<file path="src/rtl/lcd_text_driver.sv">
// HD44780 4-bit text driver: power-up init, config, then continuous refresh of a
// ROWS x COLS character buffer to the LCD.
module lcd_text_driver #(
   parameter int unsigned CLK_HZ   = 50_000_000,
   parameter int unsigned COLS     = 16,
   parameter int unsigned ROWS     = 2,
   parameter logic [2:0]  DISP_DCB = 3'b100,
   localparam int unsigned NCHR    = ROWS * COLS,
   localparam int unsigned AW      = (NCHR > 1) ? $clog2(NCHR) : 1
) (
   input  logic          clk,
   input  logic          rst_n,
   input  logic          wr_en,
   input  logic [AW-1:0] wr_addr,
   input  logic [7:0]    wr_data,
   input  logic          clr,
   output logic          ready,
   output logic          sf_e,
   output logic          lcd_e,
   output logic          lcd_rs,
   output logic          lcd_rw,
   output logic [3:0]    lcd_db
);

   function automatic int unsigned cyc_of(input longint unsigned hz, input longint unsigned ns);
      longint unsigned c;
      c = (hz * ns + 64'd999_999_999) / 64'd1_000_000_000;
      return (c == 0) ? 32'd1 : 32'(c);
   endfunction

   localparam int unsigned T_PWR  = cyc_of(CLK_HZ, 15_000_000);
   localparam int unsigned T_4M1  = cyc_of(CLK_HZ, 4_100_000);
   localparam int unsigned T_100U = cyc_of(CLK_HZ, 100_000);
   localparam int unsigned T_40U  = cyc_of(CLK_HZ, 40_000);
   localparam int unsigned T_CLR  = cyc_of(CLK_HZ, 1_640_000);
   localparam int unsigned T_1U   = cyc_of(CLK_HZ, 1_000);
   localparam int unsigned T_E    = cyc_of(CLK_HZ, 240);
   localparam int unsigned CW     = $clog2(T_PWR + 1);
   localparam int unsigned CLW    = (COLS > 1) ? $clog2(COLS) : 1;

   typedef enum logic [2:0] {StPwrup, StInit, StConfig, StAddr, StChar} main_e;
   typedef enum logic [1:0] {PhSetup, PhEhigh, PhHold, PhGap} phase_e;

   main_e          main_q, main_d;
   phase_e         ph_q, ph_d;
   logic [CW-1:0]  cnt_q, cnt_d;
   logic [1:0]     step_q, step_d;
   logic           lo_q, lo_d;
   logic           row_q, row_d;
   logic [CLW-1:0] col_q, col_d;
   logic [7:0]     byte_q, byte_d;
   logic           ready_q, ready_d;
   logic [7:0]     buf_q [NCHR];
   int unsigned    gap;
   logic           start;
   logic [AW-1:0]  rd_idx;

   always_ff @(posedge clk or negedge rst_n) begin
      if (!rst_n) begin
         for (int unsigned i = 0; i < NCHR; i++) buf_q[i] <= 8'h20;
      end else if (clr) begin
         for (int unsigned i = 0; i < NCHR; i++) buf_q[i] <= 8'h20;
      end else if (wr_en && (32'(wr_addr) < NCHR)) begin
         buf_q[wr_addr] <= wr_data;
      end
   end

   always_comb begin
      gap = T_40U;
      if (main_q == StInit) begin
         case (step_q)
            2'd0:    gap = T_4M1;
            2'd1:    gap = T_100U;
            default: gap = T_40U;
         endcase
      end else if (!lo_q) begin
         gap = T_1U;
      end else if (main_q == StConfig && step_q == 2'd3) begin
         gap = T_CLR;
      end
   end

   always_comb begin
      main_d  = main_q;
      ph_d    = ph_q;
      cnt_d   = cnt_q;
      step_d  = step_q;
      lo_d    = lo_q;
      row_d   = row_q;
      col_d   = col_q;
      byte_d  = byte_q;
      ready_d = ready_q;
      start   = 1'b0;
      rd_idx  = '0;

      if (main_q == StPwrup) begin
         if (cnt_q == CW'(T_PWR - 1)) begin
            main_d = StInit;
            step_d = 2'd0;
            ph_d   = PhSetup;
            cnt_d  = '0;
            start  = 1'b1;
         end else begin
            cnt_d = cnt_q + 1'b1;
         end
      end else begin
         unique case (ph_q)
            PhSetup: begin
               if (cnt_q == CW'(1)) begin
                  ph_d  = PhEhigh;
                  cnt_d = '0;
               end else begin
                  cnt_d = cnt_q + 1'b1;
               end
            end
            PhEhigh: begin
               if (cnt_q == CW'(T_E - 1)) begin
                  ph_d  = PhHold;
                  cnt_d = '0;
               end else begin
                  cnt_d = cnt_q + 1'b1;
               end
            end
            PhHold: begin
               ph_d  = PhGap;
               cnt_d = '0;
            end
            PhGap: begin
               if (cnt_q == CW'(gap - 1)) begin
                  ph_d  = PhSetup;
                  cnt_d = '0;
                  if (main_q == StInit) begin
                     start = 1'b1;
                     if (step_q == 2'd3) begin
                        main_d = StConfig;
                        step_d = 2'd0;
                     end else begin
                        step_d = step_q + 2'd1;
                     end
                  end else if (!lo_q) begin
                     lo_d = 1'b1;
                  end else begin
                     lo_d  = 1'b0;
                     start = 1'b1;
                     case (main_q)
                        StConfig: begin
                           if (step_q == 2'd3) begin
                              main_d  = StAddr;
                              row_d   = 1'b0;
                              ready_d = 1'b1;
                           end else begin
                              step_d = step_q + 2'd1;
                           end
                        end
                        StAddr: begin
                           main_d = StChar;
                           col_d  = '0;
                        end
                        default: begin
                           if (col_q == CLW'(COLS - 1)) begin
                              main_d = StAddr;
                              row_d  = (ROWS > 1) ? ~row_q : 1'b0;
                           end else begin
                              col_d = col_q + CLW'(1);
                           end
                        end
                     endcase
                  end
               end else begin
                  cnt_d = cnt_q + 1'b1;
               end
            end
            default: ph_d = PhSetup;
         endcase
      end

      // The byte is latched as the next upper-nibble SETUP begins.
      if (start) begin
         rd_idx = AW'(32'(row_d) * COLS + 32'(col_d));
         case (main_d)
            StInit:   byte_d = (step_d == 2'd3) ? 8'h20 : 8'h30;
            StConfig: begin
               case (step_d)
                  2'd0:    byte_d = (ROWS == 2) ? 8'h28 : 8'h20;
                  2'd1:    byte_d = 8'h06;
                  2'd2:    byte_d = 8'h08 | {5'b0, DISP_DCB};
                  default: byte_d = 8'h01;
               endcase
            end
            StAddr:   byte_d = {1'b1, row_d, 6'b0};
            StChar:   byte_d = buf_q[rd_idx];
            default:  byte_d = 8'h00;
         endcase
      end
   end

   always_ff @(posedge clk or negedge rst_n) begin
      if (!rst_n) begin
         main_q  <= StPwrup;
         ph_q    <= PhSetup;
         cnt_q   <= '0;
         step_q  <= 2'd0;
         lo_q    <= 1'b0;
         row_q   <= 1'b0;
         col_q   <= '0;
         byte_q  <= 8'h00;
         ready_q <= 1'b0;
      end else begin
         main_q  <= main_d;
         ph_q    <= ph_d;
         cnt_q   <= cnt_d;
         step_q  <= step_d;
         lo_q    <= lo_d;
         row_q   <= row_d;
         col_q   <= col_d;
         byte_q  <= byte_d;
         ready_q <= ready_d;
      end
   end

   assign sf_e   = 1'b1;
   assign lcd_rw = 1'b0;
   assign lcd_e  = (main_q != StPwrup) && (ph_q == PhEhigh);
   assign lcd_rs = (main_q == StChar);
   assign lcd_db = lo_q ? byte_q[3:0] : byte_q[7:4];
   assign ready  = ready_q;

endmodule

</file>
<file path="config.mk">
export PLATFORM = sky130hd
export DESIGN_NAME = lcd_text_driver
export DESIGN_NICKNAME = d
export VERILOG_FILES = /design/src/rtl/lcd_text_driver.sv
export SDC_FILE = /design/constraint.sdc
export NUM_CORES = 1
export LEC_CHECK = 0
export ABC_AREA = 1
export BUFFER_PORTS_ARGS = -buffer_cell sky130_fd_sc_hd__buf_2
export CELL_PAD_IN_SITES_DETAIL_PLACEMENT = 0
export CELL_PAD_IN_SITES_GLOBAL_PLACEMENT = 1
export CORE_ASPECT_RATIO = 1.25
export CORE_MARGIN = 4
export CORE_UTILIZATION = 43
export CTS_BUF_LIST = sky130_fd_sc_hd__clkbuf_8
export DETAILED_ROUTE_END_ITERATION = 10
export HOLD_SLACK_MARGIN = 0.08
export PLACE_DENSITY_LB_ADDON = 0.1
export SYNTH_ARGS = -nofsm -noshare
export SYNTH_HDL_FRONTEND = slang
export SYNTH_SLANG_ARGS = --single-unit
</file>
<file path="constraint.sdc">
create_clock -name clk -period 6.76 [get_ports clk]
set_clock_uncertainty 0.15 [all_clocks]
set_input_delay 1.014 -clock clk [delete_from_list [all_inputs] [get_ports clk]]
set_output_delay 1.014 -clock clk [all_outputs]
set_load 0.005 [all_outputs]
</file>
==> results.yml, run 1 <==
outcome:
  status: "finished clean"
floorplanning:
  die_w_um: 178.4
  core_area_um2: 35650
  io_pins: 26
  rows: 77
  fp.dieH_um: 220.9
  die_area_um2: 39400
  start_util_pct: 43.76
clock_tree:
  cts_hold_buf: 0
  clk_latency_ns: 0.63
  cts_tree: "done"
  htreeDepth: 2
  cts_resized: 0
  cts-root-buf: "clkbuf_8"
  clockBufferDepth: 3
  cts.sinks: 298
  numCtsBuffers: 52
  post-cts-setup-buffer-count: 0
  path_clk_slew_ns: 0.06
worst_setup_path:
  critPathMaxFanout: 68
  cp-end-kind: "flop"
  worst_setup_path_start_kind: "flop"
  cp.required_ns: 7.12
  cp.arrival_ns: 4.93
  crit_buf_inv: 2
  crit_slowest_cell: "nand2_4"
  r2r_slack_ns: 2.20
  slowest_delay_ns: 0.64
  path_delay_family: "simple AND/OR/NAND/NOR gates"
  cpMostUsedCell: "nand2_1"
  crit_type: "flop to flop"
  critical_path.cell_chain: "clkinv_2 -> nand3_2 -> nand2_2 -> nand2_1 -> nand3_1 -> nor2_1 -> nand3_1 -> nor2_4 -> nand3_4 -> nand2_4 -> nand2_4 -> buf_12 -> nand2_1 -> nand3_1 -> nand3_1 -> nand3_1 -> nand2_1 -> nand2_1 -> nand3_1 -> nand2_1 -> nand2_1 -> nand2_1"
route:
  drt-total-wl_um: 51690
  wl_per_cell_um: 20.87
  ant_nets: 0
  vias: 14140
  drtIter0Drc: 1311
  routed_via_density: 5.708
  firstDrtPassIters: 6
  route.detailed.drc: 0
yosys:
  synth_edf_count: 0
  post-synth-top-area-cell: "dfrtp_1"
  postSynth.asyncResetShare_pct: 100.0
  synth_top_area_share_pct: 42.68
  netlist_area_um2: 15600
  synth_most_common_cell: "nand3_1"
  synth_common_cells: "nand3_1 (521), nand2_1 (437), dfrtp_1 (266)"
  synth.avg_cell_area_um2: 7.814
  ys_seq_elements: 298
  synthXorXnorAreaFrac_pct: 0.8984
  synth.distinct_cells: 51
  ys_warn_count: 0
  synth_compound_area_share_pct: 10.51
  synth_fa_ha_area_share_pct: 1.203
  syn_nets: 2028
  yosys.area_share.simple_pct: 31.37
  ys_seq_area_share_pct: 48.07
  synth_ff_type: "dfrtp_1"
  synth_mux_area_share_pct: 0
  synth.area.top_cells: "dfrtp_1 (43%), nand3_1 (17%), nand2_1 (11%), o21ai_0 (7.5%), dfstp_2 (5.4%)"
  synth_top_family_by_area: "simple AND/OR/NAND/NOR gates"
  syn_inst: 1996
sta:
  setup_viol: 0
  max_slew_margin_pct: 14.71
  fin_crit_sh_pct: 67.47
  tightest_slew_ns: 1.276
  fmax_mhz: 219.3
  finalMaxSlewViolations: 0
  rsz0062_at_grt: "no"
  fin_tns_setup_ns: 0
  finalHoldViolCount: 0
  hold_ws_ns: 0.2857
  min_period_ns: 4.561
flow_run:
  max_cap_violations: 0
layout:
  antennaDiodeCount: 0
  post-route-util_pct: 47.96
  fin_nets: 1991
  drive_gt1_share_pct: 10.48
  syn_to_final_growth_pct: 9.602
power:
  p_per_area_nw_per_um2: 231.6
  ir_drop_mv: 0.1756
  p_leak_nw: 7.692
global_routing:
  grt_util_all_layers_pct: 25.99
  antenna_found_initial: 0
  globalRouteOverflowTotal: 0
  grt_max_degree: 122
  grt_pass1_wl_um: 81120
  grt_pass1_vias: 13810
worst_hold_path:
  hp-class: "input port to asynchronous set/reset pin"
place:
  hpwl_um: 31970
  gp_routability_congestion: 0.8799
  port_buffers: 23
## metrics by stage
stage          instance area, µm²  std cells  total power, mW  setup slack, ns
2_1_floorplan               15600       1996            1.943            3.716
3_3_place_gp                15860       2379            2.043            2.346
3_5_place_dp                15860       2379            2.045            2.293
4_1_cts                     17100       2477            3.998            2.287
5_1_grt                     17100       2477            4.092            1.854
6_report                    17100       2477            3.960            2.199
## power breakdown
part	switching [mW]	leakage (nW)	internal (mW)	total [mW]
Sequential	0.0133	4.03	1.82	1.83
Clock	0.824	0.670	1.12	1.95
Combinational	0.148	2.99	0.0315	0.179
## per-layer routing
metal / up-vias / share of wire, % / track usage, %
met2: 463 / 47 / 41.70
met4: 0 / 2.9 / 7.852
met5: - / 0 / 0
li1: 6677 / - / -
met3: 96 / 5.8 / 4.063
met1: 6903 / 44 / 36.35
## final cells by class
type                    count  area [µm²]
clock buffers              70       963.4
clock inverters            28       271.5
fillers                  3652       18550
inverters                 149       563.0
multi-input cells        1414        6899
flip-flops and latches    298        7497
well taps                 474       593.1
repair buffers             44       307.8
## placed cells by master (no fill, tap or decap), types with 10 or more instances in the layout
cell      instances
xor2_1           13
a21oi_1          10
nand4_1          14
nand2_1         433
clkbuf_8         70
nand3_1         521
nor3_1           21
ha_1             15
dfstp_2          32
buf_4            19
dfrtp_1         266
buf_2            22
inv_2            12
clkinv_2         11
inv_1           142
o21ai_0         235
nor2_1           55
o22ai_1          29
## sequential cells by signal, summed over array words and instances (netlist names)
name    cells
buf_q     256
byte_q      8
col_q       4
lo_q        1
ready       1
main_q      3
step_q      2
row_q       1
cnt_q      20
ph_q        2
## kinds of logic after synthesis
group	after synthesis
flops	298
xor+xnor	16
buf+inv	284
simple gates	1077
compound gates	304
fa+ha+maj	15
other cells	2
## worst paths after layout
check	to	cells past startpoint	start
max in group asynchronous	cnt_q[8]	2	rst_n
hold / removal	cnt_q[2]	1	rst_n
min in group clk	buf_q[82]	2	buf_q[82]
hold reg to reg	buf_q[82]	2	buf_q[82]
setup / recovery	byte_q[6]	22	main_q[1]
setup reg to reg	byte_q[6]	22	main_q[1]
Power figures use the tool's default switching activity.
==> inputs of run 2 (changes only) <==
ABC_AREA = 0   (was 1)
clock period = 3.95 ns   (was 6.76 ns; I/O delays follow)
==> run 2 against run 1 <==
Maximum frequency grew 17%; sequential cell count is the same; worst hold slack gained 0.032 ns; critical endpoint is now byte_q[0]; largest cell class is now multi-input combinational cells.
==> results.yml, run 2 <==
floorplanning:
  core_area_um2: 36500
  fp.dieH_um: 223.5
  die_area_um2: 40300
  io_pins: 26
  die_w_um: 180.4
  start_util_pct: 43.75
  rows: 78
sta:
  fmax_mhz: 256.1
  hold_ws_ns: 0.3181
  setup_viol: 0
  finalMaxSlewViolations: 0
  fin_tns_setup_ns: 0
  finalHoldViolCount: 0
  tightest_slew_ns: 1.047
  max_slew_margin_pct: 29.97
  min_period_ns: 3.904
  rsz0062_at_grt: "yes"
  fin_ws_ns: 0.04596
  fin_crit_sh_pct: 98.84
yosys:
  synth_common_cells: "mux2i_1 (318), nor2_1 (280), dfrtp_1 (266)"
  ys_seq_area_share_pct: 46.95
  synth.distinct_cells: 73
  postSynth.asyncResetShare_pct: 100.0
  syn_inst: 1558
  synth_ff_type: "dfrtp_1"
  post-synth-top-area-cell: "dfrtp_1"
  synth_most_common_cell: "mux2i_1"
  synth_edf_count: 0
  ys_seq_elements: 298
  synth.avg_cell_area_um2: 10.25
  ys_warn_count: 0
  syn_nets: 1590
  synth.area.top_cells: "dfrtp_1 (42%), mux2i_1 (20%), nor2_1 (6.6%), dfstp_2 (5.3%), mux2_2 (2.8%)"
  synth_top_area_share_pct: 41.69
  netlist_area_um2: 15970
worst_setup_path:
  r2r_slack_ns: 0.05
  crit_type: "flop to flop"
  worstReg2RegEnd: "byte_q[0]"
  worst_setup_path_start_kind: "flop"
  critPathMaxFanout: 19
  cp-end-kind: "flop"
  worstReg2RegStart: "step_q[0]"
  cp.arrival_ns: 4.21
  cp.required_ns: 4.26
  worstRegToRegCells: 15
clock_tree:
  path_clk_slew_ns: 0.07
  cts.sinks: 298
  cts-root-buf: "clkbuf_8"
  numCtsBuffers: 51
  htreeDepth: 2
  clk_latency_ns: 0.61
  cts_tree: "done"
  clockBufferDepth: 3
outcome:
  status: "finished clean"
global_routing:
  globalRouteOverflowTotal: 0
  grt_util_all_layers_pct: 23.42
  grt_pass1_vias: 12380
  grt_pass1_wl_um: 74750
  grt_max_degree: 108
  antenna_found_initial: 0
route:
  wl_per_cell_um: 22.17
  route.detailed.drc: 0
  drt-total-wl_um: 47890
  firstDrtPassIters: 7
  vias: 12130
  drtIter0Drc: 827
  routed_via_density: 5.618
  ant_nets: 0
worst_hold_path:
  min_to: "ready"
  hp-start: "ready"
  hp-class: "flop to flop"
  min_path_cells: 1
layout:
  post-route-util_pct: 51.23
  layout_common_cells: "mux2i_1 (304), nor2_1 (280), dfrtp_1 (266), nand2_1 (92), buf_4 (88)"
  fin_nets: 1670
  antennaDiodeCount: 0
  drive_gt1_share_pct: 19.88
  syn_to_final_growth_pct: 17.11
  regMostFlops: "buf_q"
  final_common_cell: "mux2i_1"
  post-route-cell-area_um2: 18700
  largestRegisters: "buf_q (256), cnt_q (20), byte_q (8)"
  largest_reg_flops: 256
power:
  ir_drop_mv: 0.3192
  p_per_area_nw_per_um2: 340.7
  p_leak_nw: 8.609
place:
  gp_routability_congestion: 0.8866
  port_buffers: 23
  hpwl_um: 31590
  dpl-instance-area_um2: 17080
  place_worst_setup_slack_ns: -0.08572
flow_run:
  max_cap_violations: 0
-- run 2: layout make-up --
class	count	area [µm²]
multi-input cells	1128	8087
flip-flops and latches	298	7497
clock buffers	65	894.6
well taps	480	600.6
clock inverters	30	206.4
inverters	20	75.07
repair buffers	139	1340
fillers	3434	17800
-- run 2: cells by family after synthesis --
kind of cell             share of synthesized area, %
AO/OA/AOI/OAI                                   8.032
XOR/XNOR                                        1.097
adder cells (fa/ha/maj)                         1.175
buffers and inverters                           3.620
flip-flops                                      46.95
multiplexers                                    22.97
other                                         0.04703
AND/OR/NAND/NOR                                 16.11
-- run 2: routing by layer --
layer / vias to the layer above / track usage, % / routed length (µm)
met5: - / 0 / 0
met4: 0 / 8.809 / 1751
met3: 104 / 3.327 / 1792
met2: 252 / 39.03 / 23500
met1: 6135 / 31.14 / 20840
li1: 5643 / - / -
-- run 2: power by group --
part	leakage (nW)	switching (mW)	internal, mW
clock	0.641	1.31	1.67
sequential	4.03	0.0114	3.08
combinational	3.93	0.229	0.0644
-- run 2: worst max-delay path: stages, from the launching register on --
cell and delay (ns):
dfrtp_1 0.40, buf_4 0.14, ha_1 0.19, nor2_1 0.20
nand4b_1 0.16, a2bb2oi_1 0.38, a21o_1 0.25, nor4_4 0.06
buf_4 0.16, a32oi_4 0.26, buf_12 0.17, buf_12 0.18
mux2i_1 0.11, mux2_2 0.28, a222oi_1 0.53, o21ai_1 0.12
-- run 2: how the worst max path moves through the flow --
stage	from	to
after floorplan	main_q[2]	byte_q[2]
after global placement	step_q[0]	byte_q[7]
after detailed placement	step_q[0]	byte_q[7]
after CTS	step_q[0]	byte_q[5]
after global routing	step_q[1]	byte_q[0]
final	step_q[0]	byte_q[0]
-- run 2: what timing repair did --
item                                    4_1_cts  5_1_grt
pin swaps                                     4       12
cloned                                        2        1
setup buffers                                 7       20
hold buffers                                  1        0
hold endpoints to repair                     78        0
endpoints found under the setup margin        7        8
gates resized for setup                      10       29
-- run 2: stage by stage --
stage                     power, mW  cells
after global routing          6.620   2160
after floorplan               3.282   1558
after global placement        3.437   2034
after detailed placement      3.440   2034
final                         6.370   2160
after CTS                     6.460   2139
==> inputs of run 3 (changes only) <==
CORE_UTILIZATION = 47   (was 43)
GPL_TIMING_DRIVEN = 0   (was default)
MAX_ROUTING_LAYER = met4   (was default)
==> run 3 against run 2 <==
The flow now finishes with violations (setup timing); worst hold slack worse by 0.15 ns; combinational power is 7.5% higher; routed wire length is 5.5% higher; maximum frequency is 2.7% lower; power is 0.93% higher; non-clock buffer count is 14 higher; clock-buffer cell count is 5 higher; critical path type unchanged; largest power group unchanged; highest routed layer unchanged.
==> results.yml, run 3 (synthesis gave the netlist of run 2 again) <==
floorplanning:
  die_area_um2: 37010
  start_util_pct: 47.53
  rows: 75
  core_area_um2: 33590
  io_pins: 26
  die_w_um: 172.9
  fp.dieH_um: 214.1
layout:
  regMostFlops: "buf_q"
  multiInputGateArea_um2: 8207
  post-route-util_pct: 54.96
  antennaDiodeCount: 0
  largest_reg_flops: 256
  syn_to_final_growth_pct: 15.63
  drive_gt1_share_pct: 17.21
  layout_common_cells: "mux2i_1 (304), nor2_1 (275), dfrtp_1 (262), nand2_1 (92), clkbuf_1 (76)"
  largestRegisters: "buf_q (256), cnt_q (20), byte_q (8)"
  fin_nets: 1685
  fill_cells: 3095
  seqCellArea_um2: 7502
  final_common_cell: "mux2i_1"
global_routing:
  grt_pass1_wl_um: 77430
  globalRouteOverflowTotal: 0
  grt_util_all_layers_pct: 27.72
  antenna_found_initial: 0
  grt_pass1_vias: 12450
  grt_max_degree: 108
clock_tree:
  clk_latency_ns: 0.62
  htreeDepth: 2
  cts_tree: "done"
  clockBufferDepth: 3
  path_clk_slew_ns: 0.06
  cts.sinks: 298
  numCtsBuffers: 52
  cts-root-buf: "clkbuf_8"
worst_setup_path:
  cp.arrival_ns: 4.35
  cp.required_ns: 4.28
  crit_type: "flop to flop"
  cpMostUsedCell: "buf_12"
  crit_buf_inv: 4
  path_delay_family: "multiplexers"
  slowest_delay_ns: 0.58
  worstReg2RegEnd: "byte_q[3]"
  crit_slowest_cell: "a222oi_1"
  cp-end-kind: "flop"
  worst_setup_path_start_kind: "flop"
  worstReg2RegStart: "main_q[1]"
  worstRegToRegCells: 15
  r2r_slack_ns: -0.06
  critical_path.cell_chain: "nor3b_4 -> buf_6 -> mux2i_4 -> mux2_4 -> nor3_4 -> nand3_4 -> o2bb2ai_4 -> buf_12 -> buf_12 -> buf_12 -> mux2i_2 -> mux2i_1 -> mux2_4 -> a222oi_1 -> o21ai_1"
  critPathMaxFanout: 7
power:
  ir_drop_mv: 0.3399
  swShare_pct: 24.54
  p_leak_nw: 8.388
  combPwrFrac_pct: 4.9
  intPower_mw: 4.852
  net-switching-power_mw: 1.578
  seqPwrFrac_pct: 48.1
  p_per_area_nw_per_um2: 348.2
  p_clk_share_pct: 47.0
flow_run:
  max_cap_violations: 0
sta:
  rsz0062_at_grt: "yes"
  min_period_ns: 4.014
  tightest_slew_ns: 1.264
  max_slew_margin_pct: 15.43
  finalHoldViolCount: 0
  setup_viol: 3
  fmax_mhz: 249.1
  finalMaxSlewViolations: 0
  fin_ws_ns: -0.06395
  fin_crit_sh_pct: 101.6
route:
  firstDrtPassIters: 5
  drtIter0Drc: 1095
  ant_nets: 0
  route.detailed.drc: 0
  drt-total-wl_um: 50510
  vias: 12250
  routed_via_density: 5.796
  wl_per_cell_um: 23.89
place:
  hpwl_um: 35470
  port_buffers: 18
  place_worst_setup_slack_ns: -0.9261
  gp_routability_congestion: 0.9570
worst_hold_path:
  min_to: "buf_q[232]"
  min_path_cells: 3
  hp-start: "wr_data[0]"
  hp-class: "input port to flop"
outcome:
  violations: "setup timing"
  status: "complete, but fails checks"
run 3: repair_timing:
| action | CTS | global route |
|---|---|---|
| gates resized for setup | 67 | 62 |
| endpoints found under the setup margin | 8 | 8 |
| pin swaps | 10 | 14 |
| hold endpoints to repair | 49 | 0 |
| hold buffers | 1 | 0 |
| buffers inserted | 8 | 11 |
run 3: final cells by class:
type	instances	share of cell area, %
Multi-Input combinational cell	1128	44.45
Sequential cell	298	40.63
Clock buffer	70	5.218
Buffer	112	3.659
Tap cell	423	2.866
Timing Repair Buffer	41	1.952
Clock inverter	22	0.8064
Inverter	20	0.4201
run 3: how the worst max path moves through the flow:
stage                    from         end  slack, ns  cells after the start
floorplan           main_q[2]   byte_q[2]       0.56                     12
finish              main_q[1]   byte_q[3]      -0.06                     15
detailed placement  main_q[2]   byte_q[3]      -0.93                     13
global placement        rst_n  buf_q[144]      -3.65                      1
CTS                 main_q[1]   byte_q[3]     -0.006                     15
global route        main_q[2]   byte_q[3]      -0.13                     15
run 3: through the flow:
stage / total power [mW] / TNS, ns / cells / hold WS (ns) / cell area, µm²
final: 6.430 / -0.1293 / 2114 / 0.1634 / 18460
after global routing: 6.653 / -0.3846 / 2114 / 0.1598 / 18460
after CTS: 6.497 / -0.005764 / 2103 / 0.1254 / 18120
after detailed placement: 3.459 / -5.197 / 2002 / 0.2921 / 16680
after global placement: 3.444 / -1019.79 / 1999 / 0.2848 / 16590
after floorplan: 3.282 / 0 / 1558 / 0.1469 / 15970
run 3: per-layer routing:
layer	vias up	track usage (%)	wire length, µm
met4	0	12.22	2528
met5	-	-	0
met3	129	3.915	2131
met1	6119	34.99	21510
li1	5675	-	-
met2	330	44.80	24340
run 3: power groups by stage:
stage                     registers (mW)  clock network (mW)  logic [mW]
after floorplan                     3.14                   0       0.142
after global placement              3.14                   0       0.302
after detailed placement            3.14                   0       0.317
after CTS                           3.09                3.09       0.319
after global routing                3.09                3.22       0.345
final                               3.09                3.02       0.316
run 3: tightest hold or removal path: stages:
cell and delay [ns]:
buf_2 0.14, nand3_1 0.07, a21oi_1 0.06
